<file path="config.mk">
export PLATFORM = sky130hd
export DESIGN_NAME = cdm_seq_mult
export DESIGN_NICKNAME = d
export VERILOG_FILES = /design/src/rtl/cdm_pkg.sv /design/src/rtl/cdm_row_step.sv /design/src/rtl/cdm_seq_mult.sv
export SDC_FILE = /design/constraint.sdc
export NUM_CORES = 1
export LEC_CHECK = 0
export BUFFER_PORTS_ARGS = -buffer_cell sky130_fd_sc_hd__buf_2
export CORE_MARGIN = 2
export CORE_UTILIZATION = 40
export DETAILED_ROUTE_END_ITERATION = 8
export GPL_TIMING_DRIVEN = 0
export MAX_ROUTING_LAYER = met4
export PLACE_DENSITY_LB_ADDON = 0.05
export REMOVE_ABC_BUFFERS = 1
export SYNTH_ARGS = -nofsm -noshare
export SYNTH_HDL_FRONTEND = slang
export SYNTH_SLANG_ARGS = --single-unit
</file>
<file path="constraint.sdc">
create_clock -name clk -period 3.4 [get_ports clk]
set_input_delay 0.68 -clock clk [delete_from_list [all_inputs] [get_ports clk]]
set_output_delay 0.68 -clock clk [all_outputs]
set_load 0.02 [all_outputs]
</file>
<file path="src/rtl/cdm_pkg.sv">
`default_nettype none
// cdm_pkg: mode encodings and FSM state type shared by the carry-disregard multiplier family.
package cdm_pkg;

  localparam logic MODE_EXACT = 1'b0;
  localparam logic MODE_CDA   = 1'b1;

  typedef enum logic [1:0] {
    IDLE = 2'd0,
    BUSY = 2'd1,
    DONE = 2'd2
  } state_t;

endpackage
`default_nettype wire

</file>
<file path="src/rtl/cdm_row_step.sv">
`default_nettype none
// cdm_row_step: one shift-and-accumulate row; adds (exact) or XORs (carry-disregard) a
// shifted, gated copy of the multiplicand into the accumulator.
module cdm_row_step #(
  parameter int WA = 8,
  parameter int WB = 4,
  localparam int CW = $clog2(WB) + 1
) (
  input  logic [WA+WB-1:0] acc,
  input  logic [WA-1:0]    a,
  input  logic             b_bit,
  input  logic [CW-1:0]    shift,
  input  logic             mode,
  output logic [WA+WB-1:0] acc_next
);
  import cdm_pkg::*;

  logic [WA+WB-1:0] pp;

  assign pp       = ({{WB{1'b0}}, a} & {(WA+WB){b_bit}}) << shift;
  // The accumulator is as wide as the full product, so the exact sum never overflows.
  assign acc_next = (mode == MODE_CDA) ? (acc ^ pp) : (acc + pp);

endmodule
`default_nettype wire

</file>
<file path="src/rtl/cdm_seq_mult.sv">
`default_nettype none
// cdm_seq_mult: iterative WA x WB multiplier, one multiplier bit per cycle, exact or
// carry-less (GF(2)) product selected per operation, valid/ready on both sides.
module cdm_seq_mult #(
  parameter int WA = 8,
  parameter int WB = 4
) (
  input  logic             clk,
  input  logic             rst_n,
  input  logic             in_valid,
  output logic             in_ready,
  input  logic [WA-1:0]    in_a,
  input  logic [WB-1:0]    in_b,
  input  logic             in_mode,
  output logic             out_valid,
  input  logic             out_ready,
  output logic [WA+WB-1:0] out_r,
  output logic             out_mode
);
  import cdm_pkg::*;

  localparam int            CW   = $clog2(WB) + 1;
  localparam logic [CW-1:0] LAST = CW'(WB - 1);

  state_t           state;
  logic [WA-1:0]    a_q;
  logic [WB-1:0]    b_q;
  logic             mode_q;
  logic [WA+WB-1:0] acc;
  logic [WA+WB-1:0] acc_next;
  logic [CW-1:0]    cnt;
  logic             cur_bit;

  assign cur_bit = |(b_q & (WB'(1) << cnt));

  cdm_row_step #(
    .WA(WA),
    .WB(WB)
  ) u_row_step (
    .acc      (acc),
    .a        (a_q),
    .b_bit    (cur_bit),
    .shift    (cnt),
    .mode     (mode_q),
    .acc_next (acc_next)
  );

  always_ff @(posedge clk or negedge rst_n) begin
    if (!rst_n) begin
      state     <= IDLE;
      in_ready  <= 1'b0;
      out_valid <= 1'b0;
      out_r     <= '0;
      out_mode  <= MODE_EXACT;
      a_q       <= '0;
      b_q       <= '0;
      mode_q    <= MODE_EXACT;
      acc       <= '0;
      cnt       <= '0;
    end else begin
      case (state)
        IDLE: begin
          in_ready <= 1'b1;
          if (in_valid && in_ready) begin
            a_q      <= in_a;
            b_q      <= in_b;
            mode_q   <= in_mode;
            acc      <= '0;
            cnt      <= '0;
            in_ready <= 1'b0;
            state    <= BUSY;
          end
        end
        BUSY: begin
          acc <= acc_next;
          cnt <= cnt + CW'(1);
          // Zero operands still take all WB rows so latency is data-independent.
          if (cnt == LAST) begin
            out_valid <= 1'b1;
            out_r     <= acc_next;
            out_mode  <= mode_q;
            state     <= DONE;
          end
        end
        DONE: begin
          if (out_ready) begin
            out_valid <= 1'b0;
            in_ready  <= 1'b1;
            state     <= IDLE;
          end
        end
        default: begin
          in_ready  <= 1'b0;
          out_valid <= 1'b0;
          state     <= IDLE;
        end
      endcase
    end
  end

endmodule
`default_nettype wire

</file>
==> reports/metrics.yaml <==
hold_viol_final: 0
die_width_um: 84.9
synth_top_area_share_pct: 43.0
cp_slowest_stage_delay_ns: 0.43
ys.warnings.count: 0
drc: 0
final-setup-viol-count: 0
synth_edf_count: 0
cts_tree: "built"
reg2reg_to: "acc[10]$_DFFE_PN0P_"
cts_made_buffers: 5
grt_usage_pct: 17.3
netlist_instances: 275
grt_pass1_vias: 2026
clk_pin_slew_ns: 0.09
cp_max_fo: 4
endpoint_kind: "flip-flop"
layout-drive-gt1-share_pct: 26.0
ys.flop_type: "dfrtp_1"
synth_largest_area_cell: "dfrtp_1"
synth_most_common_cell: "dfrtp_1"
die_y_um: 84.9
synth_common_cells: "45 x dfrtp_1, 36 x nand2_1, 28 x nor2_1"
leakage_nw: 1.40
core-area_sq_um: 6350
min_period_ns: 3.23
critPathArrivalTime_ns: 3.38
row_count: 29
grt_pass1_wl_mm: 9.67
path_cells: "buf_6, ha_1, a222oi_1, nor2_1, a21oi_4, nor2_2, and3_1, ha_2, inv_2, fa_2, and2b_1, o21ai_2, a21boi_2, o211ai_1, a31oi_1, xnor2_1, o22ai_1"
endpoint: "acc[10]$_DFFE_PN0P_"
htreeDepth: 2
io_pins: 32
critPathLaunchType: "flip-flop"
cap_violations: 0
cts.path.max_buffers: 2
start_util_pct: 41.2
cts-root-buf: "clkbuf_8"
wl_per_cell_um: 14.2
ant_nets: 0
fin_nets: 346
n_antenna_cell: 0
cts_num_sinks: 45
crit_type: "reg2reg"
cp-startpoint: "cnt[1]$_DFFE_PN0P_"
tightest_slew_ns: 1.17
layout_setup_ws_ns: 0.174
period_share_pct: 94.9
netlist_area_sq_um: 2620
async_reset_ff_share_pct: 100
instances_no_fill: 389
cp.required_ns: 3.55
syn_area_per_cell_sq_um: 9.52
critPathSlowestCell: "dfrtp_2"
ys_seq_area_share_pct: 43.0
r2r_slack_ns: 0.17
finalClockSkew_ns: 0.00850
dr.pass1.iters: 4
synth_cell_types: 39
die_area_sq_um: 7210
dpl.hpwl_mm: 3.84
pre_cts_ws_ns: -0.695
power_density_nw_per_um2: 1050
vias_per_cell: 5.26
worstReg2RegStart: "cnt[1]$_DFFE_PN0P_"
clock_latency_ns: 0.31
synth.top_cells.by_area: "dfrtp_1 43%, ha_1 8.1%, mux2_2 7.3%"
io_buffers: 31
slew_headroom_pct: 21.8
slew_viol_final: 0
synth_seq_cells: 45
peakVddDrop_v: 0.000466
dpl.cell_count: 371
drtIter0Drc: 88
fillCellCount: 625
timing.fmax_mhz: 310
wl_mm: 5.51
overflow: 0
dr_total_vias: 2047
area.growth.synth_to_final_pct: 16.8
antenna_found_initial: 0
ctsHoldBuffers: 0
hold_class: "reg2reg"
reg2reg_depth: 17
gp_congestion: 0.794
grt_max_degree: 46
outcome: "finished, final reports clean"
[layout make-up]
cell class	instances	area (sq um)	share of cell area, %
clock buffers	5	68.8	2.25
clock inverters	3	65.1	2.13
inverters	10	40.0	1.31
multi-input cells	208	1420	46.6
flip-flops and latches	45	1130	36.9
well taps	77	96.3	3.15
repair buffers	41	234	7.65
[kinds of logic (layout without fill, tap and decap cells)]
family,after synthesis,in the layout,share of synthesized area [%]
flip-flops,45,45,43.0
AND/OR/NAND/NOR,84,84,14.2
XOR/XNOR,10,10,3.35
AO/OA/AOI/OAI,69,69,15.9
adder cells (fa/ha/maj),18,18,8.89
multiplexers,27,27,11.2
buffers and inverters,22,59,3.39
[per-stage QoR]
step / hold WS, ns / setup TNS, ns / total power [mW] / utilization, % / cell area [sq um]
global route: 0.507 / -0.00217 / 3.52 / 48.2 / 3060
floorplan: 0.384 / -0.196 / 2.21 / - / 2570
CTS: 0.489 / 0 / 3.20 / 47.3 / 3000
global placement: 0.462 / -7.22 / 2.61 / 44.4 / 2820
finish: 0.481 / 0 / 3.22 / 48.2 / 3060
detailed placement: 0.469 / -7.77 / 2.64 / 44.4 / 2820
[registers in the layout, summed over array words and instances (netlist names)]
| signal | cells |
|---|---|
| acc | 12 |
| out_r | 12 |
| a_q | 8 |
| b_q | 4 |
| cnt | 3 |
| state | 2 |
| in_ready | 1 |
| mode_q | 1 |
| out_mode | 1 |
| out_valid | 1 |
[per-layer routing]
metal / up-vias / routed length (um) / track usage, % / part of all wire [%]
li1: 1042 / - / - / -
met1: 962 / 2740 / 23.2 / 50
met2: 36 / 2470 / 26.4 / 45
met3: 7 / 213 / 4.09 / 3.9
met4: 0 / 71 / 4.91 / 1.3
met5: - / 0 / - / 0
[placed cells by master (no fill, tap or decap), types with 3 or more instances in the layout]
cell type  count
a211oi_1       3
a21oi_1       18
a31oi_1        4
buf_2         31
buf_4          9
clkbuf_8       5
dfrtp_1       42
dfrtp_2        3
ha_1          15
inv_1          7
mux2_2        17
mux2i_1        8
nand2_1       36
nand3_1        4
nand4_1        3
nor2_1        27
nor3_1         3
o21ai_0        7
o21ai_1       13
o22ai_1       10
xnor2_1       10
[critical path: cells and delay by family (launching register included)]
kind,cells,cell delay [ns]
flops,1,0.43
buf+inv,2,0.18
fa+ha+maj,3,0.52
simple gates,4,0.54
xor+xnor,1,0.25
compound gates,7,1.16
[power breakdown]
group / internal [mW] / total, mW / leakage (nW) / switching [mW]
Sequential: 0.774 / 0.986 / 0.561 / 0.211
Clock: 0.292 / 0.485 / 0.0681 / 0.193
Combinational: 0.757 / 1.75 / 0.769 / 0.990
Total: 1.82 / 3.22 / 1.40 / 1.39
[timing repair]
| item | 4_1_cts | 5_1_grt |
|---|---|---|
| endpoints found under the setup margin | 20 | 7 |
| setup buffers | 5 | 5 |
| resized for setup | 5 | 9 |
| pin swaps | 0 | 7 |
| cloned | 0 | 0 |
[worst min path at each step]
stage                            endpoint                  start  slack, ns  cells past startpoint
floorplan              a_q[0]$_DFFE_PN0P_                  rst_n       0.38                      0
global placement    out_r[11]$_DFFE_PN0P_  out_r[11]$_DFFE_PN0P_       0.46                      2
detailed placement   out_r[5]$_DFFE_PN0P_   out_r[5]$_DFFE_PN0P_       0.47                      2
CTS                  out_r[5]$_DFFE_PN0P_   out_r[5]$_DFFE_PN0P_       0.49                      2
global route         out_r[1]$_DFFE_PN0P_   out_r[1]$_DFFE_PN0P_       0.51                      2
finish              out_r[10]$_DFFE_PN0P_  out_r[10]$_DFFE_PN0P_       0.48                      2
Note: power is estimated with default switching activity, not from simulation.
